[src/rtl/mole_scheduler.sv]
// Mole scheduler: random pre-spawn delay, one-hot mole up-window, hit/miss judging and tallies.
// Optional MOLE_WRONG_HIT_PENALTY_EN: a wrong-hole press during UP ends the mole as a miss.
module mole_scheduler #(
  parameter int unsigned CLKS_PER_MS = 50000,
  parameter int unsigned VALUE_W     = 11,
  parameter int unsigned N_HOLES     = 4,
  parameter int unsigned UP_BASE_MS  = 1000,
  parameter int unsigned UP_STEP_MS  = 200
) (
  input  logic               clk,
  input  logic               reset,
  input  logic               enable,
  input  logic [1:0]         level,
  input  logic [VALUE_W-1:0] random_value,
  input  logic [N_HOLES-1:0] hit,
  output logic [N_HOLES-1:0] mole_on,
  output logic               hit_pulse,
  output logic               miss_pulse,
  output logic [7:0]         hit_count,
  output logic [7:0]         miss_count
);

  localparam int unsigned HOLE_W = $clog2(N_HOLES);
  localparam int unsigned PS_W   = $clog2(CLKS_PER_MS + 1);
  localparam int unsigned UP_W   = $clog2(UP_BASE_MS + 1);

  localparam logic [1:0] S_IDLE = 2'd0;
  localparam logic [1:0] S_WAIT = 2'd1;
  localparam logic [1:0] S_UP   = 2'd2;

  logic [1:0]         r_state;
  logic [PS_W-1:0]    r_presc;
  logic [VALUE_W-1:0] r_delay;
  logic [UP_W-1:0]    r_up;
  logic [HOLE_W-1:0]  r_hole;
  logic [N_HOLES-1:0] r_mole_on;
  logic               r_hit_pulse;
  logic               r_miss_pulse;
  logic [7:0]         r_hit_count;
  logic [7:0]         r_miss_count;

  logic               w_tick;
  logic [VALUE_W-1:0] w_sample;
  logic [UP_W-1:0]    w_up_ms;
  logic [HOLE_W-1:0]  w_new_hole;
  logic               w_hit_ok;
  logic               w_expire;
  logic               w_miss;

  assign w_tick     = (r_presc == PS_W'(CLKS_PER_MS - 1));
  assign w_sample   = (random_value == '0) ? VALUE_W'(1) : random_value;
  // UP_W holds UP_BASE_MS, and the product never exceeds it, so nothing is lost here
  assign w_up_ms    = UP_W'(UP_BASE_MS) - UP_W'(level) * UP_W'(UP_STEP_MS);
  assign w_new_hole = random_value[HOLE_W-1:0];
  assign w_hit_ok   = hit[r_hole];
  assign w_expire   = w_tick && (r_up == UP_W'(1));

`ifdef MOLE_WRONG_HIT_PENALTY_EN
  logic w_wrong;
  assign w_wrong = |(hit & ~r_mole_on);
  assign w_miss  = w_expire || w_wrong;
`else
  assign w_miss  = w_expire;
`endif

  always_ff @(posedge clk) begin
    if (reset) begin
      r_state      <= S_IDLE;
      r_presc      <= '0;
      r_delay      <= '0;
      r_up         <= '0;
      r_hole       <= '0;
      r_mole_on    <= '0;
      r_hit_pulse  <= 1'b0;
      r_miss_pulse <= 1'b0;
      r_hit_count  <= '0;
      r_miss_count <= '0;
    end else begin
      r_hit_pulse  <= 1'b0;
      r_miss_pulse <= 1'b0;
      r_presc      <= w_tick ? '0 : r_presc + PS_W'(1);
      if (!enable) begin
        r_state   <= S_IDLE;
        r_mole_on <= '0;
        r_presc   <= '0;
      end else begin
        case (r_state)
          S_IDLE: begin
            r_delay <= w_sample;
            r_presc <= '0;
            r_state <= S_WAIT;
          end
          S_WAIT: begin
            if (w_tick) begin
              if (r_delay <= VALUE_W'(1)) begin
                r_hole    <= w_new_hole;
                r_up      <= w_up_ms;
                r_mole_on <= N_HOLES'(1) << w_new_hole;
                r_state   <= S_UP;
              end else begin
                r_delay <= r_delay - VALUE_W'(1);
              end
            end
          end
          S_UP: begin
            // Hit is tested first so a press on the expiry cycle still counts as a hit
            if (w_hit_ok) begin
              r_hit_pulse <= 1'b1;
              if (r_hit_count != 8'hFF) r_hit_count <= r_hit_count + 8'd1;
              r_mole_on   <= '0;
              r_delay     <= w_sample;
              r_presc     <= '0;
              r_state     <= S_WAIT;
            end else if (w_miss) begin
              r_miss_pulse <= 1'b1;
              if (r_miss_count != 8'hFF) r_miss_count <= r_miss_count + 8'd1;
              r_mole_on    <= '0;
              r_delay      <= w_sample;
              r_presc      <= '0;
              r_state      <= S_WAIT;
            end else if (w_tick) begin
              r_up <= r_up - UP_W'(1);
            end
          end
          default: begin
            r_state   <= S_IDLE;
            r_mole_on <= '0;
            r_presc   <= '0;
          end
        endcase
      end
    end
  end

  assign mole_on    = r_mole_on;
  assign hit_pulse  = r_hit_pulse;
  assign miss_pulse = r_miss_pulse;
  assign hit_count  = r_hit_count;
  assign miss_count = r_miss_count;

endmodule

[config.mk]
export PLATFORM = sky130hd
export DESIGN_NAME = mole_scheduler
export DESIGN_NICKNAME = d
export VERILOG_FILES = /design/src/rtl/mole_scheduler.sv
export SDC_FILE = /design/constraint.sdc
export NUM_CORES = 1
export LEC_CHECK = 0
export ABC_AREA = 1
export CORE_MARGIN = 5
export CORE_UTILIZATION = 55
export DETAILED_ROUTE_END_ITERATION = 10
export GPL_TIMING_DRIVEN = 0
export PLACE_DENSITY = 0.8
export SLEW_MARGIN = 30
export SYNTH_ARGS = -nofsm -noshare
export SYNTH_HDL_FRONTEND = slang
export SYNTH_SLANG_ARGS = --single-unit
[constraint.sdc]
create_clock -name clk -period 2 [get_ports clk]
set_input_delay 0.4 -clock clk [delete_from_list [all_inputs] [get_ports clk]]
set_output_delay 0.4 -clock clk [all_outputs]
set_load 0.1 [all_outputs]
==> flow_summary.rst <==
.. list-table::
   :header-rows: 1

   * - Metric
     - Value
   * - Synthesized area
     - about 3800 µm²
   * - Synth Area per Inst
     - 6.35 µm²
   * - Routability-driven placement congestion ratio
     - 0.920
   * - Hold-fix buffers, CTS
     - 0
   * - CTS sink count
     - 63
   * - Count of cells along the worst register-to-register path
     - 9
   * - VDD IR-drop max
     - 0.364 mV
   * - Launch point of the worst hold path
     - reset
   * - Clock tree from TritonCTS
     - done
   * - Total setup buffers inserted after CTS
     - 0
   * - Antenna violations before repair
     - 0
   * - Detail Placement HPWL
     - 6.62 mm
   * - Fraction of layout instances using a drive strength above 1
     - 0.103
   * - Starting DRC count in detailed routing
     - 217
   * - Share of the synthesized area in the top cell type
     - 0.329
   * - Time the worst path needs with I/O delays and setup
     - between 1.5 and 2 ns
   * - Crit Path Class
     - register to output pin
   * - Critical path, cell by cell
     - dlygate4sd2_1
   * - Setup Skew
     - 0.00892 ns
   * - Highest cell delay on the worst timing path
     - just under 0.9 ns
   * - Most area-consuming cells after synthesis
     - sky130_fd_sc_hd__dfxtp_1 33%, sky130_fd_sc_hd__nand2_1 14%, sky130_fd_sc_hd__nor2_1 12%
   * - Vias post-DR
     - 3866
   * - Horiz. Die Dim
     - 93.5 µm
   * - DR vias/cell
     - 5.13
   * - Power dissipated by switching net loads
     - 886 µW
   * - Layout area overhead
     - 19.2%
   * - Max Clk Rate
     - 510 MHz
   * - Net switching share of the total power
     - 0.281
   * - Portion of the clock cycle consumed by the worst path in the final layout
     - 0.981
   * - Int Pwr
     - 2260 µW
   * - Maximum root-to-sink buffer count
     - 2
   * - Cell area power density
     - 689 nW/µm²
   * - Remaining DRCs
     - 0
   * - Final Hold Fails
     - 0
   * - Fraction of registers with async set or reset after synthesis
     - 0
   * - Number of enable flip-flop cells after synthesis
     - 0
   * - Post-Route Hold Slack
     - 0.341 ns
   * - Instance count along the most critical hold path
     - 2
   * - Post-synth top flop
     - sky130_fd_sc_hd__dfxtp_1
   * - Crit end category
     - output pin
   * - Combinational share of power
     - 0.178
   * - Max-slew violation count
     - 0
   * - Transition time at the pin with the least slew margin
     - 0.967 ns
   * - Average detailed-routed wire length per instance
     - 12.0 µm
   * - Nets@finish
     - 688
   * - Cell at the slowest stage of the critical path
     - sky130_fd_sc_hd__dlygate4sd2_1
   * - Leakage Power
     - 0.00204 µW
   * - Clk Latency, worst-skew pair
     - 0.34 ns
   * - Portion of the post-synthesis area used by sequential elements
     - 0.329
   * - Final global-route overflow total
     - 0
   * - Register bit total from synthesis
     - 63
   * - Endpoint of the worst-slack reg-to-reg timing path
     - miss_count[6]
   * - Part of the total power dissipated in sequential elements
     - 0.425
   * - Count leader, synth
     - sky130_fd_sc_hd__nand2_1
   * - Status
     - finished, final reports clean
   * - Buffers plus inverters on the worst setup path
     - 1
   * - Max-cap check violation count
     - 0
   * - RSZ-0062 raised after global routing
     - false
   * - Clock-pin slew of the registers on the worst-case setup and hold paths
     - 0.07 ns
   * - Number of global-route vias before repair
     - 3634
   * - Number of fill cells
     - ~620
   * - H-tree depth
     - 3
   * - Synthesized netlist net count
     - between 600 and 700
   * - Critical Path Source Type
     - register
   * - Number of rows in the core area
     - 30
   * - Root buf cell
     - sky130_fd_sc_hd__clkbuf_8
   * - Cell taking the most area after synthesis
     - sky130_fd_sc_hd__dfxtp_1
   * - Number of setup violations in the final report
     - 0
   * - Area of the die
     - 8740 µm²
   * - Slew margin rel.
     - 0.358
   * - First-pass GRT wire length
     - 15.8 mm
   * - Gate count after technology mapping
     - 604
   * - Leading cell types by count after synthesis
     - 145 x sky130_fd_sc_hd__nand2_1, 122 x sky130_fd_sc_hd__nor2_1, 67 x sky130_fd_sc_hd__inv_1
   * - Cell variety after synth
     - 35
   * - Number of clock buffers inserted by TritonCTS
     - 9
   * - Critical path fanouts, max
     - 2
   * - Top delay family on crit path
     - buffers and inverters
   * - Total Power
     - 3150 µW
   * - Hold WC Path Type
     - input pin to register
   * - Worst Path Required
     - about 1.6 ns
   * - Starting density of the core
     - 0.564
   * - Num ports
     - 42
   * - Reg2reg start
     - r_presc[0]
   * - Internal reg-to-reg setup slack
     - 0.24 ns
   * - Hold Path End
     - hit_count[4]
   * - Maximum number of pins on one net before global-route repair
     - 11
   * - Data arrival time at the worst-slack endpoint
     - 1.56 ns
   * - Pre-antenna DRT Iters
     - 5
   * - Port Buffers
     - 40
   * - Detailed Route WL
     - ~9.1 mm
   * - ANT cells
     - 0
   * - All-Layer GR Usage
     - 0.220
   * - Minimum setup slack in the final design
     - 0.0382 ns
   * - Fraction of power consumed by the clock network
     - 0.397
   * - Utilization after layout
     - 0.672
   * - Total of warnings raised by yosys
     - 0
   * - Placeable Area
     - 6790 µm²
   * - Count of antenna-violating nets left after detailed routing
     - 0
   * - Vertical extent of the die
     - 93.5 µm
   * - Worst slack, placed
     - -0.0878 ns
-- final cells by class --
cell class | instances | area (µm²) | share of cell area
Timing Repair Buffer | 40 | 380 | 0.0833
Clock buffer | 11 | 151 | 0.0332
Sequential cell | 63 | 1270 | 0.279
Tap cell | 96 | 120 | 0.0263
Buffer | 15 | 104 | 0.0227
Clock inverter | 3 | 67.6 | 0.0148
Inverter | 72 | 274 | 0.0600
Multi-Input combinational cell | 454 | 2200 | 0.481
-- cell families after synthesis --
kind of cell,Yosys count,share of synthesized area
xor gates and xnor gates,14,0.0320
adders and majority gates,13,0.0424
and+or+nand+nor,358,0.400
DFF,63,0.329
buffers and inverters,87,0.0976
AOI/OAI and AO/OA,69,0.0986
-- through the flow --
stage / area [µm²] / TNS [ns] / std cells
after global placement: 4360 / -0.321 / 740
after detailed placement: 4360 / -0.844 / 740
after CTS: 4570 / 0 / 754
after global routing: 4570 / 0 / 754
after floorplan: 3840 / 0 / 604
final: 4570 / 0 / 754
-- metal layers --
metal | global-route usage | share of wire | vias up | wire length (µm)
met4 | 0.0635 | 0.015 | 0 | 138
met3 | 0.0475 | 0.051 | 16 | 465
met1 | 0.260 | 0.44 | 1736 | 4020
met2 | 0.397 | 0.49 | 106 | 4430
met5 | 0 | 0 | - | 0
li1 | - | - | 2008 | -
-- power by group through the flow --
stage          combinational [µW]  sequential, µW  clock, µW
2_1_floorplan                 395            1380          0
3_3_place_gp                  538            1360          0
3_5_place_dp                  554            1370          0
4_1_cts                       556            1340       1270
5_1_grt                       640            1340       1320
6_report                      560            1340       1250
-- registers in the layout (all words and copies together), names as in the netlist --
| register | count |
|---|---|
| r_up | 10 |
| miss_pulse | 1 |
| miss_count | 8 |
| hit_count | 8 |
| mole_on | 4 |
| hit_pulse | 1 |
| r_hole | 2 |
| r_delay | 11 |
| r_state | 2 |
| r_presc | 16 |
-- worst max-delay path by stage --
| stage | startpoint | to | slack [ns] | depth (start not counted) |
|---|---|---|---|---|
| global placement | enable | r_delay[7] | -0.04 | 8 |
| global route | miss_count[1] | miss_count[1] | 0.002 | 1 |
| detailed placement | enable | r_presc[9] | -0.09 | 8 |
| CTS | hit_count[3] | hit_count[3] | 0.01 | 1 |
| floorplan | hit_count[1] | hit_count[0] | 0.03 | 8 |
| finish | mole_on[3] | mole_on[3] | 0.04 | 1 |
-- cells in the final DEF, fill, tap and decap left out, types with 3 or more instances in the layout --
master and instances:
sky130_fd_sc_hd__clkbuf_1 3, sky130_fd_sc_hd__or2_2 3, sky130_fd_sc_hd__ha_1 13, sky130_fd_sc_hd__nor3_1 6, sky130_fd_sc_hd__nor2_1 122, sky130_fd_sc_hd__inv_2 3
sky130_fd_sc_hd__o21ai_0 22, sky130_fd_sc_hd__o22ai_1 3, sky130_fd_sc_hd__dfxtp_2 9, sky130_fd_sc_hd__nand2_1 145, sky130_fd_sc_hd__nand2_2 3, sky130_fd_sc_hd__nand3_2 3
sky130_fd_sc_hd__buf_4 3, sky130_fd_sc_hd__nand3_1 54, sky130_fd_sc_hd__clkdlybuf4s50_1 18, sky130_fd_sc_hd__dlygate4sd2_1 12, sky130_fd_sc_hd__buf_6 4, sky130_fd_sc_hd__inv_1 67
sky130_fd_sc_hd__clkbuf_8 11, sky130_fd_sc_hd__xor2_1 8, sky130_fd_sc_hd__buf_2 5, sky130_fd_sc_hd__dfxtp_1 54, sky130_fd_sc_hd__nand4_1 7, sky130_fd_sc_hd__clkdlybuf4s15_1 4
sky130_fd_sc_hd__nor2_2 6, sky130_fd_sc_hd__clkdlybuf4s15_2 4, sky130_fd_sc_hd__xnor2_1 6, sky130_fd_sc_hd__a21oi_1 38
-- worst register-to-register path, stage by stage (launching register included) --
cell and delay (ns):
sky130_fd_sc_hd__dfxtp_1 0.35, sky130_fd_sc_hd__ha_1 0.19, sky130_fd_sc_hd__nand3_1 0.16, sky130_fd_sc_hd__nor2_1 0.22, sky130_fd_sc_hd__nand3_2 0.15, sky130_fd_sc_hd__nor2_2 0.14
sky130_fd_sc_hd__buf_6 0.15, sky130_fd_sc_hd__nand2_1 0.06, sky130_fd_sc_hd__o21ai_0 0.17, sky130_fd_sc_hd__nor2_1 0.05
-- what timing repair did --
action / 4_1_cts / 5_1_grt
setup endpoints to repair: 22 / 7
gates cloned: 0 / 0
gates resized for setup: 30 / 9
(Power assumes the default switching activity.)
